--- src/rtl/cpu_defs_pkg.sv ---
`default_nettype none
// ============================================================================
// Module      : cpu_defs_pkg
// Description : Shared CPU definitions: opcode/register-address types and
//               instruction field bit positions, plus field extractors.
//               Instruction layout:
//                 opcode[31:28] rd[27:24] rs1[23:20] rs2[19:16] imm16[15:0]
// Revision    : 1.0 - initial release
// ============================================================================
package cpu_defs_pkg;

  typedef logic [3:0] opcode_t;
  typedef logic [3:0] reg_addr_t;

  localparam int C_INSTR_W = 32;
  localparam int C_FIELD_W = 4;
  localparam int C_OPC_LSB = 28;
  localparam int C_RD_LSB  = 24;
  localparam int C_RS1_LSB = 20;
  localparam int C_RS2_LSB = 16;
  localparam int C_IMM_LSB = 0;
  localparam int C_IMM_W   = 16;

  function automatic opcode_t f_opcode(input logic [C_INSTR_W-1:0] instr);
    return instr[C_OPC_LSB +: C_FIELD_W];
  endfunction

  function automatic reg_addr_t f_rd(input logic [C_INSTR_W-1:0] instr);
    return instr[C_RD_LSB +: C_FIELD_W];
  endfunction

  function automatic reg_addr_t f_rs1(input logic [C_INSTR_W-1:0] instr);
    return instr[C_RS1_LSB +: C_FIELD_W];
  endfunction

  function automatic reg_addr_t f_rs2(input logic [C_INSTR_W-1:0] instr);
    return instr[C_RS2_LSB +: C_FIELD_W];
  endfunction

  function automatic logic [C_IMM_W-1:0] f_imm16(input logic [C_INSTR_W-1:0] instr);
    return instr[C_IMM_LSB +: C_IMM_W];
  endfunction

endpackage : cpu_defs_pkg
`default_nettype wire

--- src/rtl/id_hazard_unit.sv ---
`default_nettype none
// ============================================================================
// Module      : id_hazard_unit
// Description : Combinational load-use hazard detector for the decode stage.
//               Flags a hazard when a valid instruction reads a register that
//               an in-flight load in EX has not yet produced.
// Ports       : i_in_valid       - decode input holds a valid instruction
//               i_ex_load_valid  - a load occupies EX
//               i_ex_load_rd     - destination of that load
//               i_rs1, i_rs2     - source registers of the decode instruction
//               i_rs2_used       - instruction actually reads rs2
//               o_hazard         - stall request
// Revision    : 1.0 - initial release
// ============================================================================
module id_hazard_unit
  import cpu_defs_pkg::*;
#(
  parameter bit REG0_ZERO = 1'b1
) (
  input  logic      i_in_valid,
  input  logic      i_ex_load_valid,
  input  reg_addr_t i_ex_load_rd,
  input  reg_addr_t i_rs1,
  input  reg_addr_t i_rs2,
  input  logic      i_rs2_used,
  output logic      o_hazard
);

  logic w_rs1_match;
  logic w_rs2_match;
  logic w_load_to_r0;

  assign w_rs1_match  = (i_ex_load_rd == i_rs1);
  assign w_rs2_match  = i_rs2_used && (i_ex_load_rd == i_rs2);
  // A load targeting r0 produces nothing observable when r0 is hardwired.
  assign w_load_to_r0 = REG0_ZERO && (i_ex_load_rd == 4'd0);

  assign o_hazard = i_in_valid && i_ex_load_valid && !w_load_to_r0 &&
                    (w_rs1_match || w_rs2_match);

endmodule : id_hazard_unit
`default_nettype wire

--- src/rtl/id_stage_p.sv ---
`default_nettype none
// ============================================================================
// Module      : id_stage_p
// Description : Pipelined instruction-decode stage. Reads the register file
//               combinationally, bypasses same-cycle writeback, extends the
//               immediate, stalls on load-use hazards and holds the decoded
//               instruction in a valid/ready output register.
// Ports       : clk, rst                   - clock, async active-high reset
//               instr_in, pc_in, in_valid,
//               in_ready                   - upstream handshake
//               raddr1/2, rdata1/2         - register-file read port
//               wb_we, wb_addr, wb_data    - writeback bypass
//               ex_load_valid, ex_load_rd  - load in EX (hazard source)
//               flush                      - squash held and incoming instr
//               out_valid, out_ready, rd, op, imm, rs1_val, rs2_val,
//               pc_out                     - downstream handshake + payload
//               stall_cnt                  - saturating hazard-stall counter
// Revision    : 1.0 - initial release
// ============================================================================
module id_stage_p
  import cpu_defs_pkg::*;
#(
  parameter int          DATA_W       = 32,
  parameter logic [15:0] ZEXT_MASK    = 16'h0000,
  parameter logic [15:0] RS2_USE_MASK = 16'hFFFF,
  parameter bit          REG0_ZERO    = 1'b1
) (
  input  logic              clk,
  input  logic              rst,
  input  logic [31:0]       instr_in,
  input  logic [31:0]       pc_in,
  input  logic              in_valid,
  output logic              in_ready,
  output logic [3:0]        raddr1,
  output logic [3:0]        raddr2,
  input  logic [DATA_W-1:0] rdata1,
  input  logic [DATA_W-1:0] rdata2,
  input  logic              wb_we,
  input  logic [3:0]        wb_addr,
  input  logic [DATA_W-1:0] wb_data,
  input  logic              ex_load_valid,
  input  logic [3:0]        ex_load_rd,
  input  logic              flush,
  output logic              out_valid,
  input  logic              out_ready,
  output logic [3:0]        rd,
  output logic [3:0]        op,
  output logic [DATA_W-1:0] imm,
  output logic [DATA_W-1:0] rs1_val,
  output logic [DATA_W-1:0] rs2_val,
  output logic [31:0]       pc_out,
  output logic [15:0]       stall_cnt
);

  // --------------------------------------------------------------------------
  // Field decode
  // --------------------------------------------------------------------------
  opcode_t          opc;
  reg_addr_t        rs1_a;
  reg_addr_t        rs2_a;
  logic [15:0]      imm16;

  assign opc    = f_opcode(instr_in);
  assign rs1_a  = f_rs1(instr_in);
  assign rs2_a  = f_rs2(instr_in);
  assign imm16  = f_imm16(instr_in);
  assign raddr1 = rs1_a;
  assign raddr2 = rs2_a;

  // --------------------------------------------------------------------------
  // Operand selection: hardwired r0 wins over bypass, bypass over regfile.
  // --------------------------------------------------------------------------
  logic [DATA_W-1:0] opnd1;
  logic [DATA_W-1:0] opnd2;

  always_comb begin
    opnd1 = rdata1;
    if (REG0_ZERO && (rs1_a == 4'd0)) begin
      opnd1 = '0;
    end else if (wb_we && (wb_addr == rs1_a)) begin
      opnd1 = wb_data;
    end
  end

  always_comb begin
    opnd2 = rdata2;
    if (REG0_ZERO && (rs2_a == 4'd0)) begin
      opnd2 = '0;
    end else if (wb_we && (wb_addr == rs2_a)) begin
      opnd2 = wb_data;
    end
  end

  // --------------------------------------------------------------------------
  // Immediate extension; loop form keeps DATA_W == 16 legal.
  // --------------------------------------------------------------------------
  logic [DATA_W-1:0] imm_ext;

  always_comb begin
    imm_ext       = '0;
    imm_ext[15:0] = imm16;
    if (!ZEXT_MASK[opc]) begin
      for (int i = 16; i < DATA_W; i++) begin
        imm_ext[i] = imm16[15];
      end
    end
  end

  // --------------------------------------------------------------------------
  // Hazard and handshake
  // --------------------------------------------------------------------------
  logic hazard;
  logic accept;

  id_hazard_unit #(
    .REG0_ZERO (REG0_ZERO)
  ) u_hazard (
    .i_in_valid      (in_valid),
    .i_ex_load_valid (ex_load_valid),
    .i_ex_load_rd    (ex_load_rd),
    .i_rs1           (rs1_a),
    .i_rs2           (rs2_a),
    .i_rs2_used      (RS2_USE_MASK[opc]),
    .o_hazard        (hazard)
  );

  logic out_valid_q, out_valid_d;

  // During flush the input is accepted only to be thrown away, so upstream
  // never blocks on a squashed instruction.
  assign in_ready = flush || ((!out_valid_q || out_ready) && !hazard);
  assign accept   = in_valid && in_ready && !flush;

  always_comb begin
    out_valid_d = out_valid_q;
    if (flush) begin
      out_valid_d = 1'b0;
    end else if (accept) begin
      out_valid_d = 1'b1;
    end else if (out_valid_q && out_ready) begin
      out_valid_d = 1'b0;
    end
  end

  // --------------------------------------------------------------------------
  // Output register
  // --------------------------------------------------------------------------
  logic [3:0]        rd_q;
  logic [3:0]        op_q;
  logic [DATA_W-1:0] imm_q;
  logic [DATA_W-1:0] rs1_val_q;
  logic [DATA_W-1:0] rs2_val_q;
  logic [31:0]       pc_q;
  logic [15:0]       stall_cnt_q;

  always_ff @(posedge clk or posedge rst) begin
    if (rst) begin
      out_valid_q <= 1'b0;
      rd_q        <= '0;
      op_q        <= '0;
      imm_q       <= '0;
      rs1_val_q   <= '0;
      rs2_val_q   <= '0;
      pc_q        <= '0;
    end else begin
      out_valid_q <= out_valid_d;
      if (accept) begin
        rd_q      <= f_rd(instr_in);
        op_q      <= opc;
        imm_q     <= imm_ext;
        rs1_val_q <= opnd1;
        rs2_val_q <= opnd2;
        pc_q      <= pc_in;
      end
    end
  end

  // Only hazard cycles count; a cycle blocked purely by out_ready does not.
  always_ff @(posedge clk or posedge rst) begin
    if (rst) begin
      stall_cnt_q <= '0;
    end else if (hazard && !flush && (stall_cnt_q != 16'hFFFF)) begin
      stall_cnt_q <= stall_cnt_q + 16'd1;
    end
  end

  assign out_valid = out_valid_q;
  assign rd        = rd_q;
  assign op        = op_q;
  assign imm       = imm_q;
  assign rs1_val   = rs1_val_q;
  assign rs2_val   = rs2_val_q;
  assign pc_out    = pc_q;
  assign stall_cnt = stall_cnt_q;

endmodule : id_stage_p
`default_nettype wire

--- config.mk ---
export PLATFORM = sky130hd
export DESIGN_NAME = id_stage_p
export DESIGN_NICKNAME = d
export VERILOG_FILES = /design/src/rtl/cpu_defs_pkg.sv /design/src/rtl/id_hazard_unit.sv /design/src/rtl/id_stage_p.sv
export SDC_FILE = /design/constraint.sdc
export NUM_CORES = 1
export LEC_CHECK = 0
export CAP_MARGIN = 20
export CORE_MARGIN = 3
export CORE_UTILIZATION = 40
export CTS_CLUSTER_SIZE = 24
export DETAILED_ROUTE_END_ITERATION = 12
export PLACE_DENSITY = 0.8
export SLEW_MARGIN = 20
export SYNTH_ARGS = -nofsm -noshare
export SYNTH_HDL_FRONTEND = slang
export SYNTH_SLANG_ARGS = --single-unit
--- constraint.sdc ---
create_clock -name clk -period 6.8 [get_ports clk]
set_clock_uncertainty 0.15 [all_clocks]
set_input_delay 2.04 -clock clk [delete_from_list [all_inputs] [get_ports clk]]
set_output_delay 2.04 -clock clk [all_outputs]
set_load 0.01 [all_outputs]
After elaboration in Yosys (flattened, before gate mapping) --
Memory sizes are Yosys's and may differ from the RTL's. Index checks and enable logic that the tools add are counted.
Cells by class: muxes and demuxes 10, add/sub/neg operators 1, bitwise logic cells 0, divide/modulo/power cells 0, $lt $le $gt $ge 1, reduce and logical (&&, ||, !) cells 23, multiply operators 0, equal/unequal tests 5, shift-type cells 0
Operators by type and width (number):
- $mux W32 | 4
- $add A16 B1 Y16 const B | 1
- $eq A4 B4 Y1 | 4
- $mux W16 | 1
- $ne A16 B16 Y1 const B | 1
- $logic_and A1 B1 Y1 | 12
- $logic_not A4 Y1 | 3
- $lt A4 B5 Y1 const B | 1
- $mux W1 | 5
- $logic_not A1 Y1 | 4
- $logic_or A1 B1 Y1 | 3
- $reduce_bool A3 Y1 | 1
Word-level totals: flip-flop bits (word level) 153, bits in writable memories 0, bits in latches 0, memory bits (read-only) 32, output and inout port bits 162, memories 2, logic and storage cells 50
Memory list:
- (name not given) | words 16, bits a word 1, rd ports 1, clocked after memory_dff 0, write ports 0, RTL line id_stage_p.sv:123 | .i_rs2_used (RS2_USE_MASK[opc]),
- (name not given) | words 16, bits a word 1, rd ports 1, clocked after memory_dff 0, write ports 0, RTL line id_stage_p.sv:102 | if (!ZEXT_MASK[opc]) begin

Logic depth before layout (Yosys ltp) --
Gate-level depths: netlist of run 1.
word-level depth 12, depth in mapped cells 8

Hierarchy --
A second synthesis of run 1 with hierarchy kept.
Unflattened totals: cells, all modules 644, area total of the unflattened synthesis 6276.0 sq um
By module, submodules not included:
- id_stage_p | area an instance 6164.7 sq um, cells each 629, sequential area each 3428.3 sq um, instances 1
- id_hazard_unit | area an instance 111.4 sq um, cells each 15, sequential area each 0.0 sq um, instances 1

Worst setup path after synthesis of run 1 --
Ideal clock, no wire load.
kind input -> output, start input ex_load_rd[0], end output in_ready, arrival time 3.133 ns, data required time 4.610 ns, path buffers 2, stages on the path 5, path slack 1.477 ns, cells stage by stage or4_1 -> o2111ai_1 -> buf_2 -> buf_6 -> a21o_1
Between the ends: word-level cells in the longest chain between the ends 7, elaborated cells between the ends (all ways) 11, those cells by class eq/ne: 2; reduce/logical: 9
RTL lines:
- start: declaration | RTL line id_stage_p.sv:42 | input logic [3:0] ex_load_rd,
- $eq A4 B4 Y1 / $logic_not A4 Y1 (equally long branches) | RTL line id_hazard_unit.sv:34, id_hazard_unit.sv:36
- $logic_and A1 B1 Y1 / $logic_not A1 Y1 (equally long branches) | RTL line id_hazard_unit.sv:34, id_hazard_unit.sv:38
- $logic_or A1 B1 Y1 / $logic_and A1 B1 Y1 (equally long branches) | RTL line id_hazard_unit.sv:39, id_hazard_unit.sv:38
- $logic_and A1 B1 Y1 * | RTL line id_hazard_unit.sv:38 | assign o_hazard = i_in_valid && i_ex_load_valid && !w_load_to_r0 &&
- $logic_not A1 Y1 * | RTL line id_stage_p.sv:131 | assign in_ready = flush || ((!out_valid_q || out_ready) && !hazard);
- $logic_and A1 B1 Y1 * | RTL line id_stage_p.sv:131
- $logic_or A1 B1 Y1 * | RTL line id_stage_p.sv:131
- end: declaration | RTL line id_stage_p.sv:33 | output logic in_ready,
Mark *: on every way between the ends. The rest lies on a longest branch, timed or not.

Worst setup path in the final report of run 1 --
start input instr_in[17], end output in_ready
Between the ends: word-level cells in the longest chain between the ends 7
RTL lines:
- start: declaration | RTL line id_stage_p.sv:30 | input logic [31:0] instr_in,
- $eq A4 B4 Y1 | RTL line id_hazard_unit.sv:34 | assign w_rs2_match = i_rs2_used && (i_ex_load_rd == i_rs2);
- $logic_and A1 B1 Y1 | RTL line id_hazard_unit.sv:34
- $logic_or A1 B1 Y1 | RTL line id_hazard_unit.sv:39 | (w_rs1_match || w_rs2_match);
- $logic_and A1 B1 Y1 | RTL line id_hazard_unit.sv:38
- $logic_not A1 Y1 | RTL line id_stage_p.sv:131
- $logic_and A1 B1 Y1 | RTL line id_stage_p.sv:131
- $logic_or A1 B1 Y1 | RTL line id_stage_p.sv:131
No other way between the ends.

==> results.md, run 1 <==
- Most frequent cells in the layout: 336 x clkdlybuf4s50_1, 137 x dfrtp_1, 70 x mux2_2
- Area fraction of the dominant cell type after synthesis: 0.512
- Top delay family on crit path: buffers and inverters
- Core Footprint: 0.0161 mm^2
- LEAKAGE: 0.00444 uW
- Post-CTS Hold Buffers: 0
- HPWL after DPL: 15.7 mm
- Area of the multi-input gates: 0.00290 mm^2
- Filler cells: 1210
- Clock root cell: clkbuf_16
- Worst R2R Setup Slack: 4.10 ns
- CTS Sinks: 137
- Slew Viols, Final: 0
- Commonest non-fill, non-tap cell in the layout: clkdlybuf4s50_1
- Relative slew margins: 0.407
- Total Routing Usage GR: 0.225
- Drt drc: 0
- # resized after CTS: 0
- Post-synthesis sequential area ratio: 0.512
- Final worst path period share: 0.892
- Global-route wire length before repair: 31.9 mm
- Vias in the first global route: 5853
- # port buffers: 336
- Site Rows: 46
- HP Class: reg -> reg
- CTS tree: built
- Synthesized area: 0.00670 mm^2
- CTS clock-pin slew for the worst setup and hold paths: 0.05 ns
- Pre-antenna DRT Iters: 4
- CP Data Required Time: 4.61 ns
- Flops & latches, synth: 137
- Post-Synthesis Cells: 539
- RSZ-0062 raised after global routing: no
- Final setup vio count: 0
- Diode count: 0
- Routability cong.: 0.870
- Worst Path Buf+Inv: 2
- WL/cell: 19.6 um
- Max-cap violations: 0
- Syn nets: 715
- Setup TNS: 0 ns
- CP Class: in -> out
- Initial core utilization: 0.416
- Yosys warnings: 0
- Asr flop ratio synth: 1.00
- Final wirelength: 21.0 mm
- Reg area: 0.00343 mm^2
- Dominant cell type by area after synthesis: dfrtp_1
- Fin. Hold Viols: 0
- EDFF count, synth: 0
- Final worst slack: 0.735 ns
- Crit path largest cell delay: 0.50 ns
- PwrDens: 260 mW/mm^2
- Largest net degree at the start of global routing: 98
- Post-synth cell types: 37
- Top FF cell, synth: dfrtp_1
- Setup Buffers After CTS: 0
- Worst VDD drop: 0.162 mV
- Initial DRC count: 203
- Layout cells sized above 1: 0.161
- Via count: 5411
- Mapped Avg Cell Area: 12.4 um^2
- Longest Clk Path Bufs: 2
- H-tree depth: 4
- CP max stage cell: clkdlybuf4s50_1
- # IOs: 337
- Die area: 0.0183 mm^2
- CP Cell Sequence: clkdlybuf4s50_1 -> xor2_1 -> nor4_1 -> o2111ai_1 -> a21o_1 -> clkdlybuf4s50_1
- Worst path most repeated cell: clkdlybuf4s50_1
- Status: finished, final reports clean
- Worst Setup End Kind: output pin
- CP max FO: 4
- Die Y: 135 um
- Slew @ Worst Pin: 0.890 ns
- Critical path arrival: 3.88 ns
- Type of origin of the critical path: primary input
- Worst skew pair latency: 0.42 ns
- Area Overhead vs Synth: 59.0%
- Synth area leaders: dfrtp_1 51%, mux2_2 12%, mux2i_1 9.6%
- Nets@finish: 1020
- Pre-CTS WS: 0.716 ns
- Total CTS buffers: 17
- Via density: 5.04
- Grt ovf: 0
- Die width: 135 um
- Min Tclk post-route: 6.07 ns
- ANT nets after route: 0
- Initial antenna violation count: 1
- Fmax: 0.165 GHz
[synthesized netlist by cell type (2+ instances only)]
cell type,n
nor4_1,8
clkbuf_1,15
o2bb2ai_1,32
nor4b_1,2
mux2_4,20
and4_1,2
or4b_2,2
or4_1,5
inv_1,5
o2111ai_1,2
mux2i_1,64
nand4_1,2
buf_4,27
nand2_1,69
nand3_1,6
buf_6,4
buf_2,12
nor3b_1,2
dfrtp_1,137
nand2b_1,5
xor2_1,26
nor3_1,7
mux2_2,70
nor2_1,2
[path summary, 6_finish.rpt]
kind / endpoint / cells past startpoint / startpoint
worst min register to register: rs2_val[22]$_DFFE_PP0P_ / 1 / rs2_val[22]$_DFFE_PP0P_
max in group asynchronous: rs1_val[30]$_DFFE_PP0P_ / 3 / rst
min in group asynchronous: rd[2]$_DFFE_PP0P_ / 2 / rst
worst max register to register: rs1_val[30]$_DFFE_PP0P_ / 5 / out_valid$_DFFE_PP0P_
worst min-delay path: rs2_val[22]$_DFFE_PP0P_ / 1 / rs2_val[22]$_DFFE_PP0P_
worst max-delay path: in_ready / 6 / instr_in[17]
[report_power, final]
group	switching (uW)	internal (uW)	total, uW	leakage [uW]
Sequential	90.8	958	1050	0.00167
Clock	358	562	920	0.000290
Combinational	300	505	805	0.00248
[per-layer routing]
metal	vias to the layer above	global-route usage	part of all wire
met4	2	0.0907	0.026
met1	2600	0.249	0.37
li1	2510	-	-
met3	44	0.0951	0.094
met2	255	0.385	0.50
met5	-	0	0.00062
[sequential cells by signal (all words and copies together) (netlist names)]
name       cells
out_valid      1
rs2_val       32
rs1_val       32
stall_cnt     16
imm           16
pc_out        32
rd             4
op             4
[through the flow]
step | std cells | instance area, um^2 | total power (uW) | utilization | hold WS (ns)
after floorplan | 539 | 6700 | 1380 | - | 0.365
after global placement | 1041 | 10100 | 1850 | 0.624 | 0.322
after detailed placement | 1041 | 10100 | 1870 | 0.624 | 0.323
final | 1073 | 10700 | 2770 | 0.661 | 0.336
after global routing | 1073 | 10700 | 2900 | 0.661 | 0.348
after CTS | 1073 | 10700 | 2810 | 0.661 | 0.341
[cell type report]
cell class	count	area share
Timing Repair Buffer	345	0.322
Inverter	5	0.00223
Multi-Input combinational cell	338	0.273
Clock buffer	19	0.0425
Tap cell	216	0.0254
Clock inverter	13	0.0134
Sequential cell	137	0.322
[worst reg2reg max path, cell delays in order, from the launching register on]
cell,delay (ns)
dfrtp_1,0.38
nor2b_1,0.14
nor3b_1,0.35
and2_4,0.69
buf_4,0.48
mux2_2,0.40
[kinds of logic after synthesis]
kind of cell / synth area share
AOI/OAI and AO/OA: 0.0478
adders and majority gates: 0.00187
xor gates and xnor gates: 0.0353
buffers and inverters: 0.0577
and+or+nand+nor: 0.0876
DFF: 0.512
muxes: 0.258
(Power assumes the default switching activity.)
==> run 2: changes to the inputs <==
--- a/config.mk
+++ b/config.mk
@@ -10,6 +10,7 @@
 export CORE_UTILIZATION = 40
 export CTS_CLUSTER_SIZE = 24
 export DETAILED_ROUTE_END_ITERATION = 12
+export HOLD_SLACK_MARGIN = 0.12
 export PLACE_DENSITY = 0.8
 export SLEW_MARGIN = 20
 export SYNTH_ARGS = -nofsm -noshare
==> results of run 2 <==
Same layout as run 1: the final DEF is identical, and so are final timing and power.
